===== config.mk =====
export PLATFORM = sky130hd
export DESIGN_NAME = ip_im2colconv_strip_gen_flat
export DESIGN_NICKNAME = d
export VERILOG_FILES = /design/src/rtl/ip_im2colconv_strip_gen_if.sv /design/src/rtl/ip_im2colconv_strip_gen.sv /design/src/flat_wrapper.sv
export SDC_FILE = /design/constraint.sdc
export NUM_CORES = 1
export LEC_CHECK = 0
export ABC_AREA = 1
export CAP_MARGIN = 20
export CORE_MARGIN = 5
export CORE_UTILIZATION = 53
export CTS_BUF_LIST = sky130_fd_sc_hd__clkbuf_16
export DETAILED_ROUTE_END_ITERATION = 7
export GPL_ROUTABILITY_DRIVEN = 1
export PLACE_DENSITY = 0.81
export RECOVER_POWER = 25
export SLEW_MARGIN = 20
export SYNTH_ARGS = -nofsm -noshare
export SYNTH_HDL_FRONTEND = slang
export SYNTH_SLANG_ARGS = --single-unit

===== constraint.sdc =====
create_clock -name i_clk -period 5.7 [get_ports i_clk]
set_clock_uncertainty 0.2 [all_clocks]
set_input_delay 1.14 -clock i_clk [delete_from_list [all_inputs] [get_ports i_clk]]
set_output_delay 1.14 -clock i_clk [all_outputs]
set_load 0.03 [all_outputs]

===== src/rtl/ip_im2colconv_strip_gen_if.sv =====
// Memory-side bus of the im2col strip convolver: the fmap read port and the result write port.
// The master side belongs to the convolver; the slave side belongs to the BRAMs.
interface ip_im2colconv_strip_gen_if #(
    parameter int DATA_W = 9,
    parameter int ACC_W  = 23,
    parameter int ADDR_W = 16
);
    logic              fmap_rd_en;
    logic [ADDR_W-1:0] fmap_addr;
    logic [DATA_W-1:0] fmap_data;
    logic              out_we;
    logic [ADDR_W-1:0] out_addr;
    logic [ACC_W-1:0]  out_data;

    modport master (
        output fmap_rd_en, fmap_addr, out_we, out_addr, out_data,
        input  fmap_data
    );
    modport slave (
        input  fmap_rd_en, fmap_addr, out_we, out_addr, out_data,
        output fmap_data
    );
endinterface


===== src/rtl/ip_im2colconv_strip_gen.sv =====
// Strip convolver: slides a KxK kernel over an IMG_W x STRIP_H strip, fetching each patch
// im2col-style through a fixed-latency read port and accumulating it with one MAC.
module ip_im2colconv_strip_gen #(
    parameter int DATA_W  = 9,
    parameter int K       = 3,
    parameter int IMG_W   = 224,
    parameter int STRIP_H = 30,
    parameter int STRIDE  = 1,
    parameter int RD_LAT  = 2,
    parameter int ACC_W   = 23,
    parameter int ADDR_W  = 16
) (
    input  logic                  i_clk,
    input  logic                  i_reset,
    input  logic                  i_start,
    input  logic                  i_kernel_read_complete,
    input  logic                  i_relu_en,
    input  logic [K*K*DATA_W-1:0] i_kernel_flat,
    output logic                  o_busy,
    output logic                  o_done,
    ip_im2colconv_strip_gen_if.master bus
);
    localparam int NTAP = K*K;
    localparam int TW   = (NTAP > 1) ? $clog2(NTAP) : 1;
    localparam int KXW  = (K > 1) ? $clog2(K) : 1;
    localparam int WW   = (RD_LAT > 1) ? $clog2(RD_LAT) : 1;
    localparam int CW   = $clog2(IMG_W + STRIDE + 1);
    localparam int RW   = $clog2(STRIP_H + STRIDE + 1);

    localparam logic [TW-1:0]     TAP_LAST  = TW'(NTAP - 1);
    localparam logic [KXW-1:0]    KX_LAST   = KXW'(K - 1);
    localparam logic [WW-1:0]     WAIT_LOAD = WW'(RD_LAT - 1);
    localparam logic [CW-1:0]     COL_LAST  = CW'(IMG_W - K);
    localparam logic [RW-1:0]     ROW_LAST  = RW'(STRIP_H - K);
    localparam logic [CW-1:0]     COL_STEP  = CW'(STRIDE);
    localparam logic [RW-1:0]     ROW_STEP  = RW'(STRIDE);
    localparam logic [ADDR_W-1:0] TAP_WRAP  = ADDR_W'(IMG_W - K + 1);
    localparam logic [ADDR_W-1:0] ORG_STEP  = ADDR_W'(STRIDE);
    localparam logic [ADDR_W-1:0] LINE_STEP = ADDR_W'(STRIDE * IMG_W);

    typedef enum logic [2:0] {S_IDLE, S_ISSUE, S_WAIT, S_WRITE, S_DONE} state_t;

    state_t                   r_state;
    logic signed [DATA_W-1:0] r_kern [NTAP];
    logic                     r_relu;
    logic [RW-1:0]            r_row;
    logic [CW-1:0]            r_col;
    logic [ADDR_W-1:0]        r_line_base;
    logic [ADDR_W-1:0]        r_org;
    logic [TW-1:0]            r_tap;
    logic [KXW-1:0]           r_kx;
    logic [WW-1:0]            r_wcnt;
    logic [RD_LAT-1:0]        r_vld;
    logic [TW-1:0]            r_tapq [RD_LAT];
    logic signed [ACC_W-1:0]  r_acc;
    logic                     r_rd_en;
    logic [ADDR_W-1:0]        r_fmap_addr;
    logic                     r_out_we;
    logic [ADDR_W-1:0]        r_out_addr;
    logic [ACC_W-1:0]         r_out_data;
    logic                     r_busy;
    logic                     r_done;

    logic signed [DATA_W-1:0]   w_ktap;
    logic signed [DATA_W-1:0]   w_pix;
    logic signed [2*DATA_W-1:0] w_prod;
    logic signed [ACC_W-1:0]    w_acc_nx;
    logic [CW-1:0]              w_col_nx;
    logic [RW-1:0]              w_row_nx;
    logic [ADDR_W-1:0]          w_line_nx;
    logic                       w_start_ok;

    // Tap index travels with the read so the right kernel weight meets the returning pixel.
    assign w_ktap     = r_kern[r_tapq[RD_LAT-1]];
    assign w_pix      = $signed(bus.fmap_data);
    assign w_prod     = (2*DATA_W)'(w_pix) * (2*DATA_W)'(w_ktap);
    assign w_acc_nx   = r_acc + ACC_W'(w_prod);
    assign w_col_nx   = r_col + COL_STEP;
    assign w_row_nx   = r_row + ROW_STEP;
    assign w_line_nx  = r_line_base + LINE_STEP;
    assign w_start_ok = i_start && i_kernel_read_complete &&
                        (r_state == S_IDLE || r_state == S_DONE);

    always_ff @(posedge i_clk) begin
        if (i_reset) begin
            r_state     <= S_IDLE;
            for (int i = 0; i < NTAP; i++) r_kern[i] <= '0;
            r_relu      <= 1'b0;
            r_row       <= '0;
            r_col       <= '0;
            r_line_base <= '0;
            r_org       <= '0;
            r_tap       <= '0;
            r_kx        <= '0;
            r_wcnt      <= '0;
            r_vld       <= '0;
            for (int i = 0; i < RD_LAT; i++) r_tapq[i] <= '0;
            r_acc       <= '0;
            r_rd_en     <= 1'b0;
            r_fmap_addr <= '0;
            r_out_we    <= 1'b0;
            r_out_addr  <= '0;
            r_out_data  <= '0;
            r_busy      <= 1'b0;
            r_done      <= 1'b0;
        end else begin
            r_vld[0]  <= r_rd_en;
            r_tapq[0] <= r_tap;
            for (int i = 1; i < RD_LAT; i++) begin
                r_vld[i]  <= r_vld[i-1];
                r_tapq[i] <= r_tapq[i-1];
            end

            // No read of the current patch can have returned during its first ISSUE cycle.
            if (r_state == S_ISSUE && r_tap == '0)
                r_acc <= '0;
            else if (r_vld[RD_LAT-1])
                r_acc <= w_acc_nx;

            r_out_we <= 1'b0;

            case (r_state)
                S_IDLE, S_DONE: begin
                    if (w_start_ok) begin
                        for (int i = 0; i < NTAP; i++)
                            r_kern[i] <= $signed(i_kernel_flat[i*DATA_W +: DATA_W]);
                        r_relu      <= i_relu_en;
                        r_done      <= 1'b0;
                        r_busy      <= 1'b1;
                        r_row       <= '0;
                        r_col       <= '0;
                        r_line_base <= '0;
                        r_org       <= '0;
                        r_tap       <= '0;
                        r_kx        <= '0;
                        r_fmap_addr <= '0;
                        r_out_addr  <= '0;
                        r_rd_en     <= 1'b1;
                        r_state     <= S_ISSUE;
                    end
                end
                S_ISSUE: begin
                    if (r_tap == TAP_LAST) begin
                        r_rd_en <= 1'b0;
                        r_wcnt  <= WAIT_LOAD;
                        r_state <= S_WAIT;
                    end else begin
                        r_tap <= r_tap + TW'(1);
                        if (r_kx == KX_LAST) begin
                            r_kx        <= '0;
                            r_fmap_addr <= r_fmap_addr + TAP_WRAP;
                        end else begin
                            r_kx        <= r_kx + KXW'(1);
                            r_fmap_addr <= r_fmap_addr + ADDR_W'(1);
                        end
                    end
                end
                S_WAIT: begin
                    // Final product lands this cycle, so the result uses the next accumulator value.
                    if (r_wcnt == '0) begin
                        r_out_we   <= 1'b1;
                        r_out_data <= (r_relu && w_acc_nx[ACC_W-1]) ? '0 : w_acc_nx;
                        r_state    <= S_WRITE;
                    end else begin
                        r_wcnt <= r_wcnt - WW'(1);
                    end
                end
                S_WRITE: begin
                    r_tap <= '0;
                    r_kx  <= '0;
                    if (w_col_nx > COL_LAST) begin
                        if (w_row_nx > ROW_LAST) begin
                            r_busy  <= 1'b0;
                            r_done  <= 1'b1;
                            r_state <= S_DONE;
                        end else begin
                            r_row       <= w_row_nx;
                            r_col       <= '0;
                            r_line_base <= w_line_nx;
                            r_org       <= w_line_nx;
                            r_fmap_addr <= w_line_nx;
                            r_out_addr  <= r_out_addr + ADDR_W'(1);
                            r_rd_en     <= 1'b1;
                            r_state     <= S_ISSUE;
                        end
                    end else begin
                        r_col       <= w_col_nx;
                        r_org       <= r_org + ORG_STEP;
                        r_fmap_addr <= r_org + ORG_STEP;
                        r_out_addr  <= r_out_addr + ADDR_W'(1);
                        r_rd_en     <= 1'b1;
                        r_state     <= S_ISSUE;
                    end
                end
                default: r_state <= S_IDLE;
            endcase
        end
    end

    assign bus.fmap_rd_en = r_rd_en;
    assign bus.fmap_addr  = r_fmap_addr;
    assign bus.out_we     = r_out_we;
    assign bus.out_addr   = r_out_addr;
    assign bus.out_data   = r_out_data;
    assign o_busy         = r_busy;
    assign o_done         = r_done;
endmodule

===== src/flat_wrapper.sv =====
// flat-port wrapper written by rule: the top's interface ports become plain ports
module ip_im2colconv_strip_gen_flat 
#(
    parameter int DATA_W  = 9,
    parameter int K       = 3,
    parameter int IMG_W   = 224,
    parameter int STRIP_H = 30,
    parameter int STRIDE  = 1,
    parameter int RD_LAT  = 2,
    parameter int ACC_W   = 23,
    parameter int ADDR_W  = 16
)
  (i_clk, i_reset, i_start, i_kernel_read_complete, i_relu_en, i_kernel_flat, o_busy, o_done, bus_fmap_rd_en, bus_fmap_addr, bus_out_we, bus_out_addr, bus_out_data, bus_fmap_data);
  ip_im2colconv_strip_gen_if #(.DATA_W(DATA_W), .ACC_W(ACC_W), .ADDR_W(ADDR_W)) bus_i ();
  input  logic i_clk;
  input  logic i_reset;
  input  logic i_start;
  input  logic i_kernel_read_complete;
  input  logic i_relu_en;
  input  logic [K*K*DATA_W-1:0] i_kernel_flat;
  output logic o_busy;
  output logic o_done;
  output wire logic [$bits(bus_i.fmap_rd_en)-1:0] bus_fmap_rd_en;
  output wire logic [$bits(bus_i.fmap_addr)-1:0] bus_fmap_addr;
  output wire logic [$bits(bus_i.out_we)-1:0] bus_out_we;
  output wire logic [$bits(bus_i.out_addr)-1:0] bus_out_addr;
  output wire logic [$bits(bus_i.out_data)-1:0] bus_out_data;
  input wire logic [$bits(bus_i.fmap_data)-1:0] bus_fmap_data;
  assign bus_fmap_rd_en = bus_i.fmap_rd_en;
  assign bus_fmap_addr = bus_i.fmap_addr;
  assign bus_out_we = bus_i.out_we;
  assign bus_out_addr = bus_i.out_addr;
  assign bus_out_data = bus_i.out_data;
  assign bus_i.fmap_data = bus_fmap_data;
  ip_im2colconv_strip_gen #(.DATA_W(DATA_W), .K(K), .IMG_W(IMG_W), .STRIP_H(STRIP_H), .STRIDE(STRIDE), .RD_LAT(RD_LAT), .ACC_W(ACC_W), .ADDR_W(ADDR_W)) u_core (.i_clk(i_clk), .i_reset(i_reset), .i_start(i_start), .i_kernel_read_complete(i_kernel_read_complete), .i_relu_en(i_relu_en), .i_kernel_flat(i_kernel_flat), .o_busy(o_busy), .o_done(o_done), .bus(bus_i));
endmodule

==> impl_metrics.csv, run 1 <==
group,metric,value,unit
outcome,outcome,"finished, violations left",
outcome,violations,"setup timing",
synth,syn_avg_cell_area,7.45,um2
power,pwr-share-seq,17.4,%
synth,yosysWarningCount,0,
final_layout,layout_common_cells,"nand2_1 (389), inv_1 (382), nor2_1 (223)",
final_layout,fin_nets,2674,
power,total_power,10.6,mW
final_layout,drive_gt1_share,22.0,%
cts,clk-insertion-delay-late,0.55,ns
global_route,grtUsageMet2,48.4,%
worst_setup_path,r2r_slack,-0.60,ns
routing,dr.first_iter.drc_count,1257,
cts,h-tree-depth,1,
worst_hold_path,hp-start,"u_core.r_tapq[0][0]$_SDFF_PP0_",
timing,slew_viol_final,0,
final_layout,design_area,0.0213,mm2
synth,netlist_area,0.0158,mm2
power,swShare,44.5,%
cts,cts_root_buffer,"clkbuf_16",
timing,post-route-min-period,6.30,ns
flow_run,max-cap-violations,0,
placed_design,dp.cells,2727,
die,row_count,63,
worst_hold_path,min_path_cells,2,
timing,max_freq,159,MHz
worst_setup_path,path_max_fanout,10,
synth,syn_inst,2122,
cts,cts_tree,"done",
synth,synth.distinct_cells,49,
placed_design,dp_hpwl,32100,um
routing,via_per_inst,5.45,
global_route,busiest_layer,"met2",
timing,worstMarginPinSlew,1.10,ns
global_route,grtUsageMet3,3.19,%
synth,syn-num-nets,2384,
power,p_leak,9.63,nW
die,start_util,53.5,%
placed_design,numPortBuffers,153,
synth,ys_seq_elements,224,
worst_setup_path,crit_slowest_cell,"fa_1",
timing,hold_slack,0.194,ns
worst_setup_path,end_kind,"flop",
global_route,use_met1,32.4,%
routing,wl,48600,um
synth,yosysSeqAreaShare,33.5,%
worst_setup_path,r2r_end,"u_core.bus.out_data[16]$_SDFFE_PP0P_",
worst_setup_path,worst_setup_path_start_kind,"flop",
timing,setup_slack,-0.601,ns
routing,drc_errors,0,
worst_setup_path,crit_top_cell,"fa_1",
worst_setup_path,cp_slowest_stage_delay,0.58,ns
global_route,grt_pass1_wl,74000,um
worst_setup_path,arrival,6.46,ns
timing,rsz0062_at_grt,"yes",
worst_setup_path,r2r_cells,28,
placed_design,placed_area,0.0187,mm2
timing,slew_headroom,26.7,%
worst_setup_path,cp.required,5.86,ns
power,p_clk_share,14.6,%
final_layout,area_delta_synth_final,34.7,%
power,combPwrFrac,67.9,%
worst_setup_path,timing.rr.start,"u_core.r_tapq[0][4]$_SDFF_PP0_",
final_layout,layout.cells.non_filler,2822,
power,power_switching,4.70,mW
global_route,grt_use_total,26.6,%
routing,drt-pass1-iter-count,5,
power,ir_drop,500,uV
die,die_x,183,um
die,die_area,0.0334,mm2
placed_design,globalplace.congestion,0.929,
worst_hold_path,hold_class,"flop to flop",
power,p_per_area,495,mW/mm2
timing,post-route-period-util,111,%
global_route,grt_max_degree,61,
final_layout,nFillCells,2052,
worst_setup_path,crit_type,"flop to flop",
cts,clock-sinks,224,
global_route,antenna_found_initial,1,
routing,wl_per_cell,17.2,um
global_route,overflow,0,
die,core-area,0.0296,mm2
power,p_int,5.85,mW
routing,ant_nets,0,
timing,finalHoldViolCount,0,
timing,setup_viol_count_final,38,
die,io_pins,154,
worst_hold_path,hold_path_end,"u_core.r_tapq[0][4]$_SDFF_PP0_",
cts,path_clk_slew,0.06,ns
routing,vias,15400,
final_layout,mostFrequentLayoutCell,"nand2_1",
cts,clock_path_buffers,3,
die,fp.dieH,183,um
cts,cts_made_buffers,26,
global_route,grt_pass1_vias,15500,
through the flow:
stage | utilization (%) | worst slack [ns] | TNS (ns)
after detailed placement | 63.4 | -1.12 | -40.83
final | 72.1 | -0.601 | -19.48
after CTS | 69.3 | -0.368 | -11.74
after global placement | 63.4 | -1.06 | -37.85
after global routing | 72.1 | -0.793 | -25.73
after floorplan | - | -0.0827 | -1.62
layer usage:
layer,vias to the layer above,wire (um)
met5,-,0
met1,7345,18100
met3,188,3110
met2,685,25000
met4,0,2360
li1,7175,-
critical path, delay by kind of cell (launching register included):
kind	cells	cell delay (ns)
fa+ha+maj	6	2.88
mux	1	0.15
compound gates	3	0.46
simple gates	12	1.21
flops	1	0.37
buf+inv	6	0.84
logic make-up after synthesis:
family	synth area share (%)
fa+ha+maj	17.8
mux	1.14
xor+xnor	1.83
compound gates	9.72
flops	33.5
simple gates	23.6
buf+inv	12.4
synth_stat cells, drive strengths merged:
| cell | n | area [um2] |
|---|---|---|
| buf | 28 | 196 |
| xnor2 | 15 | 131 |
| nand4 | 11 | 68.8 |
| or2 | 5 | 31.3 |
| nand3b | 6 | 45.0 |
| inv | 431 | 1620 |
| nor3b | 2 | 15.0 |
| xor2 | 18 | 158 |
| clkinv | 3 | 11.3 |
| a21oi | 143 | 731 |
| a31oi | 4 | 25.0 |
| nor2 | 276 | 1060 |
| o211ai | 37 | 278 |
| o21ai | 80 | 404 |
| nor3 | 15 | 80.1 |
| a211oi | 2 | 15.0 |
| o31ai | 3 | 22.5 |
| clkbuf | 36 | 136 |
| nor4 | 1 | 6.26 |
| ha | 71 | 888 |
| a22oi | 1 | 7.51 |
| nand3 | 108 | 573 |
| o21bai | 5 | 37.5 |
| dfxtp | 143 | 2860 |
| o211a | 1 | 10.0 |
| fa | 96 | 1920 |
| a21o | 1 | 7.51 |
| nand2 | 478 | 1830 |
| and2 | 3 | 18.8 |
| mux2i | 18 | 180 |
| edfxtp | 81 | 2430 |
state kept, by name (all words and copies together) (netlist names), 3 cells and up:
name / flops
u_core.r_tapq: 8
u_core.r_org: 16
u_core.bus.out_addr: 16
u_core.r_state: 3
u_core.bus.out_data: 23
u_core.r_kern: 81
u_core.r_tap: 4
u_core.r_acc: 23
u_core.r_line_base: 11
u_core.r_col: 8
u_core.bus.fmap_addr: 16
u_core.r_row: 5
worst max-delay path by stage:
| stage | end | slack, ns | from |
|---|---|---|---|
| after floorplan | u_core.bus.out_data[19]$_SDFFE_PP0P_ | -0.08 | bus_fmap_data[8] |
| after global placement | u_core.bus.out_data[11]$_SDFFE_PP0P_ | -1.06 | bus_fmap_data[8] |
| after global routing | u_core.bus.out_data[21]$_SDFFE_PP0P_ | -0.79 | u_core.r_tapq[0][4]$_SDFF_PP0_ |
| after detailed placement | u_core.bus.out_data[15]$_SDFFE_PP0P_ | -1.12 | bus_fmap_data[8] |
| final | u_core.bus.out_data[16]$_SDFFE_PP0P_ | -0.60 | u_core.r_tapq[0][4]$_SDFF_PP0_ |
| after CTS | u_core.bus.out_data[10]$_SDFFE_PP0P_ | -0.37 | u_core.r_tapq[0][4]$_SDFF_PP0_ |
cell type report:
| cell class | instances | area [um2] | share of cell area (%) |
|---|---|---|---|
| Multi-Input combinational cell | 1400 | 10000 | 46.9 |
| Sequential cell | 224 | 5300 | 24.9 |
| Timing Repair Buffer | 326 | 3080 | 14.5 |
| Inverter | 434 | 1660 | 7.79 |
| Clock buffer | 27 | 676 | 3.17 |
| Tap cell | 390 | 488 | 2.29 |
| Clock inverter | 20 | 101 | 0.476 |
| Antenna cell | 1 | 2.50 | 0.0117 |
what timing repair did:
action / 4_1_cts / 5_1_grt
pin swaps: 48 / 134
buffers inserted: 27 / 18
gates cloned: 4 / 2
hold buffers: 0 / 0
gates resized for setup: 181 / 190
endpoints found under the setup margin: 40 / 41
power groups by stage:
stage | combinational (mW) | clock [mW] | sequential, mW
after floorplan | 3.11 | 0 | 1.86
after global placement | 4.78 | 0 | 1.86
after detailed placement | 4.91 | 0 | 1.86
after CTS | 5.82 | 1.55 | 1.83
after global routing | 7.65 | 1.63 | 1.85
final | 7.17 | 1.55 | 1.84
(Power assumes the default switching activity.)
==> inputs of run 2 (changes only) <==
--- a/config.mk
+++ b/config.mk
@@ -7,7 +7,7 @@
 export LEC_CHECK = 0
 export ABC_AREA = 1
 export CAP_MARGIN = 20
-export CORE_MARGIN = 5
+export CORE_MARGIN = 3
 export CORE_UTILIZATION = 53
 export CTS_BUF_LIST = sky130_fd_sc_hd__clkbuf_16
 export DETAILED_ROUTE_END_ITERATION = 7
==> impl_metrics.csv, run 2 (same netlist as run 1, synthesis figures left out) <==
group,metric,value,unit
worst_setup_path,crit_type,"flop to flop",
power,p_leak,9.47,nW
routing,vias,14800,
outcome,outcome,"finished, violations left",
global_route,grtUsageMet2,49.3,%
timing,post-route-min-period,6.20,ns
power,ir_drop,459,uV
worst_setup_path,r2r_cells,26,
cts,h-tree-depth,1,
routing,via_per_inst,5.27,
placed_design,globalplace.congestion,0.928,
worst_setup_path,startpoint,"u_core.r_tapq[0][4]$_SDFF_PP0_",
timing,rsz0062_at_grt,"yes",
timing,slew_viol_final,0,
cts,cts_root_buffer,"clkbuf_16",
power,p_per_area,474,mW/mm2
final_layout,largest_reg_flops,81,
final_layout,drive_gt1_share,19.7,%
die,io_pins,154,
final_layout,nFillCells,2083,
final_layout,layout_common_cells,"nand2_1 (404), inv_1 (384), nor2_1 (239)",
final_layout,area_delta_synth_final,31.7,%
routing,dr.first_iter.drc_count,1073,
global_route,use_met1,33.0,%
timing,setup_slack,-0.505,ns
final_layout,fin_nets,2664,
global_route,grt_max_degree,64,
global_route,grt_use_total,27.1,%
placed_design,dp_hpwl,31700,um
placed_design,place_ws,-1.18,ns
worst_setup_path,arrival,6.39,ns
worst_setup_path,timing.rr.start,"u_core.r_tapq[0][4]$_SDFF_PP0_",
worst_hold_path,hp-start,"u_core.r_vld[0]$_SDFF_PP0_",
final_layout,antenna_cells,0,
cts,clk-insertion-delay-late,0.53,ns
global_route,antenna_found_initial,0,
die,die_x,179,um
routing,wl,44700,um
global_route,overflow,0,
worst_setup_path,cp.required,5.88,ns
routing,ant_nets,0,
final_layout,largest-register,"u_core.r_kern",
cts,path_clk_slew,0.06,ns
global_route,grtUsageMet3,4.21,%
worst_setup_path,path_max_fanout,7,
global_route,busiest_layer,"met2",
die,core-area,0.0291,mm2
worst_setup_path,worst_setup_path_start_kind,"flop",
worst_setup_path,end_kind,"flop",
die,row_count,62,
timing,setup_viol_count_final,37,
timing,post-route-period-util,109,%
global_route,grt_pass1_wl,70200,um
routing,wl_per_cell,16.0,um
timing,finalHoldViolCount,0,
flow_run,max-cap-violations,0,
timing,worstMarginPinSlew,0.777,ns
timing,slew_headroom,48.1,%
cts,cts_made_buffers,25,
placed_design,numPortBuffers,153,
final_layout,multi_input_area,0.00965,mm2
worst_hold_path,min_path_cells,2,
cts,clock_path_buffers,3,
die,die_area,0.0319,mm2
global_route,grt_pass1_vias,14700,
die,start_util,54.4,%
worst_hold_path,hold_class,"flop to flop",
timing,max_freq,161,MHz
outcome,violations,"setup timing",
final_layout,mostFrequentLayoutCell,"nand2_1",
routing,drc_errors,0,
final_layout,final-seq-area,0.00530,mm2
timing,fin_tns_setup,-14.61,ns
die,fp.dieH,179,um
routing,drt-pass1-iter-count,7,
cts,clock-sinks,224,
cts,cts_tree,"done",
run 2: cell count changes in the layout (fill, tap and decap cells not counted), moves of 4 or more:
cell | previous run | this run
nor2_1 | 223 | 239
o21ai_0 | 48 | 52
buf_6 | 29 | 20
nand3_1 | 87 | 92
ha_4 | 23 | 19
nor2_4 | 29 | 16
ha_1 | 48 | 52
o21ai_1 | 21 | 17
nand2_4 | 28 | 17
nand2_1 | 389 | 404
run 2: worst paths after layout:
| path | endpoint | slack (ns) |
|---|---|---|
| max | u_core.bus.out_data[17]$_SDFFE_PP0P_ | -0.50 |
| min | u_core.r_vld[1]$_SDFF_PP0_ | 0.19 |
| min reg2reg | u_core.r_vld[1]$_SDFF_PP0_ | 0.19 |
| max reg2reg | u_core.bus.out_data[17]$_SDFFE_PP0P_ | -0.50 |
run 2: repair_timing:
action	in CTS	in global routing
gates cloned	4	1
buffers inserted	15	15
hold buffers	0	0
gates resized for setup	109	160
setup endpoints to repair	40	41
pin swaps	34	85
run 2: per-stage QoR:
step / utilization [%] / instances / instance area, um2 / hold WS (ns) / power (mW)
floorplan: - / 2122 / 16100 / 0.188 / 4.96
global placement: 64.5 / 2725 / 18800 / 0.191 / 6.60
detailed placement: 64.5 / 2725 / 18800 / 0.188 / 6.70
CTS: 69.2 / 2788 / 20100 / 0.193 / 8.90
global route: 71.6 / 2804 / 20800 / 0.221 / 10.5
finish: 71.6 / 2804 / 20800 / 0.193 / 9.87
run 2: final cells by class:
type / count / share of cell area, %
Multi-Input combinational cell: 1400 / 46.3
Sequential cell: 224 / 25.4
Timing Repair Buffer: 317 / 14.3
Inverter: 434 / 7.92
Clock buffer: 26 / 3.12
Tap cell: 384 / 2.31
Clock inverter: 19 / 0.541
run 2: metal layers:
layer	share of wire, %	routed length [um]
met2	52	23100
met4	3.0	1330
met1	40	17700
met5	0	0
met3	5.8	2580
run 2: critical path, stage by stage, from the launching register on:
cell and delay (ns):
dfxtp_4 0.38, buf_12 0.16, buf_6 0.12, mux2i_4 0.18, o211ai_1 0.28, nand3_1 0.16, o21ai_2 0.12, inv_2 0.09
nor2_4 0.11, fa_2 0.50, inv_4 0.12, fa_2 0.47, fa_2 0.64, inv_4 0.07, fa_1 0.48, inv_1 0.05
fa_1 0.53, inv_2 0.06, ha_4 0.29, nand2_2 0.09, nor4_4 0.28, nand2_2 0.13, nand3_4 0.09, nand3_4 0.15
clkbuf_16 0.20, nand2_1 0.07, a21oi_1 0.06
run 2: where the power goes:
group          total (mW)  internal (mW)  switching [mW]  leakage, nW
sequential           1.83           1.76          0.0682         2.02
clock                1.53          0.867           0.664        0.400
combinational        6.51           2.96            3.56         7.05
total                9.87           5.58            4.29         9.47
==> inputs of run 3 (changes only) <==
--- a/config.mk
+++ b/config.mk
@@ -18,3 +18,4 @@
 export SYNTH_ARGS = -nofsm -noshare
 export SYNTH_HDL_FRONTEND = slang
 export SYNTH_SLANG_ARGS = --single-unit
+export TNS_END_PERCENT = 5
==> impl_metrics.csv, run 3 (same netlist as run 1, synthesis figures left out) <==
group,metric,value,unit
final_layout,nFillCells,2245,
routing,wl_per_cell,15.8,um
die,die_x,179,um
worst_setup_path,r2r_cells,30,
worst_setup_path,end_kind,"flop",
worst_setup_path,cp.required,5.88,ns
final_layout,mostFrequentLayoutCell,"nand2_1",
worst_setup_path,r2r_end,"u_core.bus.out_data[2]$_SDFFE_PP0P_",
power,ir_drop,387,uV
die,row_count,62,
power,p_leak,9.28,nW
cts,cts_made_buffers,25,
cts,ctsHoldBuffers,0,
die,io_pins,154,
placed_design,globalplace.congestion,0.923,
worst_setup_path,timing.rr.start,"u_core.r_tapq[0][4]$_SDFF_PP0_",
global_route,grt_pass1_vias,14600,
worst_setup_path,startpoint,"u_core.r_tapq[0][4]$_SDFF_PP0_",
placed_design,place_ws,-1.18,ns
worst_hold_path,hp-start,"u_core.r_tapq[0][0]$_SDFF_PP0_",
cts,clock_path_buffers,3,
timing,fin_tns_setup,-17.06,ns
timing,slew_headroom,-45.3,%
global_route,antenna_found_initial,0,
final_layout,drive_gt1_share,14.7,%
outcome,violations,"capacitance limit, slew limit, setup timing",
worst_setup_path,path_max_fanout,16,
worst_setup_path,arrival,6.39,ns
final_layout,layout_common_cells,"nand2_1 (451), inv_1 (406), nor2_1 (243)",
worst_hold_path,hold_path_end,"u_core.r_tapq[0][4]$_SDFF_PP0_",
cts,path_clk_slew,0.06,ns
routing,wl,44100,um
die,core-area,0.0291,mm2
cts,clk-insertion-delay-late,0.53,ns
global_route,grt_pass1_wl,70100,um
die,fp.dieH,179,um
routing,vias,14700,
worst_hold_path,hold_class,"flop to flop",
timing,rsz0062_at_grt,"yes",
final_layout,final-seq-area,0.00530,mm2
cts,cts_tree,"done",
global_route,grt_use_total,27.0,%
worst_hold_path,min_path_cells,2,
final_layout,largest_reg_flops,81,
final_layout,antenna_cells,0,
cts,h-tree-depth,1,
final_layout,fin_nets,2644,
worst_setup_path,crit_slowest_cell,"fa_1",
timing,max_freq,161,MHz
global_route,overflow,0,
worst_setup_path,crit_buf_inv,7,
final_layout,multi_input_area,0.00922,mm2
outcome,outcome,"finished, violations left",
die,die_area,0.0319,mm2
worst_setup_path,crit_family,"adder cells",
timing,post-route-min-period,6.21,ns
placed_design,dp_hpwl,31500,um
routing,drc_errors,0,
timing,worstMarginPinSlew,2.17,ns
routing,via_per_inst,5.27,
timing,post-route-period-util,109,%
worst_setup_path,worst_setup_path_start_kind,"flop",
worst_setup_path,r2r_slack,-0.51,ns
cts,cts_root_buffer,"clkbuf_16",
timing,slew_viol_final,66,
worst_setup_path,cp_slowest_stage_delay,0.60,ns
global_route,grt_max_degree,66,
final_layout,largest-register,"u_core.r_kern",
power,p_per_area,445,mW/mm2
placed_design,numPortBuffers,153,
routing,dr.first_iter.drc_count,1342,
cts,clock-sinks,224,
timing,setup_viol_count_final,39,
routing,drt-pass1-iter-count,6,
flow_run,max-cap-violations,1,
die,start_util,54.4,%
routing,ant_nets,0,
final_layout,area_delta_synth_final,27.5,%
worst_setup_path,crit_type,"flop to flop",
timing,finalHoldViolCount,0,
timing,setup_slack,-0.510,ns
[run 3: routing by layer]
metal  up-vias  share of wire [%]  GRT usage (%)  wire length [um]
met5         -                  0              0                 0
met4         0                3.1           8.34              1390
met3       101                5.9           2.96              2610
met2       502                 52           48.9             22800
met1      6953                 39           33.8             17300
li1       7108                  -              -                 -
[run 3: how the worst max path moves through the flow]
stage | cells after the start | to | slack, ns
2_1_floorplan | 21 | u_core.bus.out_data[19]$_SDFFE_PP0P_ | -0.08
3_3_place_gp | 25 | u_core.bus.out_data[9]$_SDFFE_PP0P_ | -1.15
3_5_place_dp | 25 | u_core.bus.out_data[9]$_SDFFE_PP0P_ | -1.18
4_1_cts | 31 | u_core.bus.out_data[15]$_SDFFE_PP0P_ | -0.43
5_1_grt | 30 | u_core.bus.out_data[2]$_SDFFE_PP0P_ | -0.76
6_report | 30 | u_core.bus.out_data[2]$_SDFFE_PP0P_ | -0.51
[run 3: final cells by class]
| class | instances | share of cell area (%) |
|---|---|---|
| tap | 384 | 2.38 |
| clock buffer | 26 | 3.23 |
| inverter | 434 | 8.16 |
| multi-input combinational | 1400 | 45.7 |
| timing repair buffer | 297 | 13.6 |
| clock inverter | 20 | 0.565 |
| sequential | 224 | 26.3 |
[run 3: repair_timing]
action,in CTS,in global routing
pin swaps,36,44
gates cloned,2,0
setup endpoints to repair,40,41
gates resized for setup,65,79
setup buffers,11,9
[run 3: tightest hold or removal path, cell delays in order, from the launching register on]
cell,delay [ns]
dfxtp_1,0.30
inv_1,0.04
nor2_1,0.03
[run 3: per-stage QoR]
| stage | utilization [%] | hold WS [ns] | area (um2) | std cells | total power, mW |
|---|---|---|---|---|---|
| 2_1_floorplan | - | 0.188 | 16100 | 2122 | 4.94 |
| 3_3_place_gp | 64.3 | 0.185 | 18700 | 2717 | 6.59 |
| 3_5_place_dp | 64.3 | 0.189 | 18700 | 2717 | 6.68 |
| 4_1_cts | 68.3 | 0.197 | 19900 | 2776 | 8.59 |
| 5_1_grt | 69.3 | 0.217 | 20200 | 2785 | 9.64 |
| 6_report | 69.3 | 0.200 | 20200 | 2785 | 8.96 |
[run 3: where the power goes]
| group | leakage (nW) | switching, mW | internal, mW |
|---|---|---|---|
| registers | 2.02 | 0.0679 | 1.76 |
| logic | 6.85 | 3.08 | 2.54 |
| clock network | 0.414 | 0.652 | 0.867 |
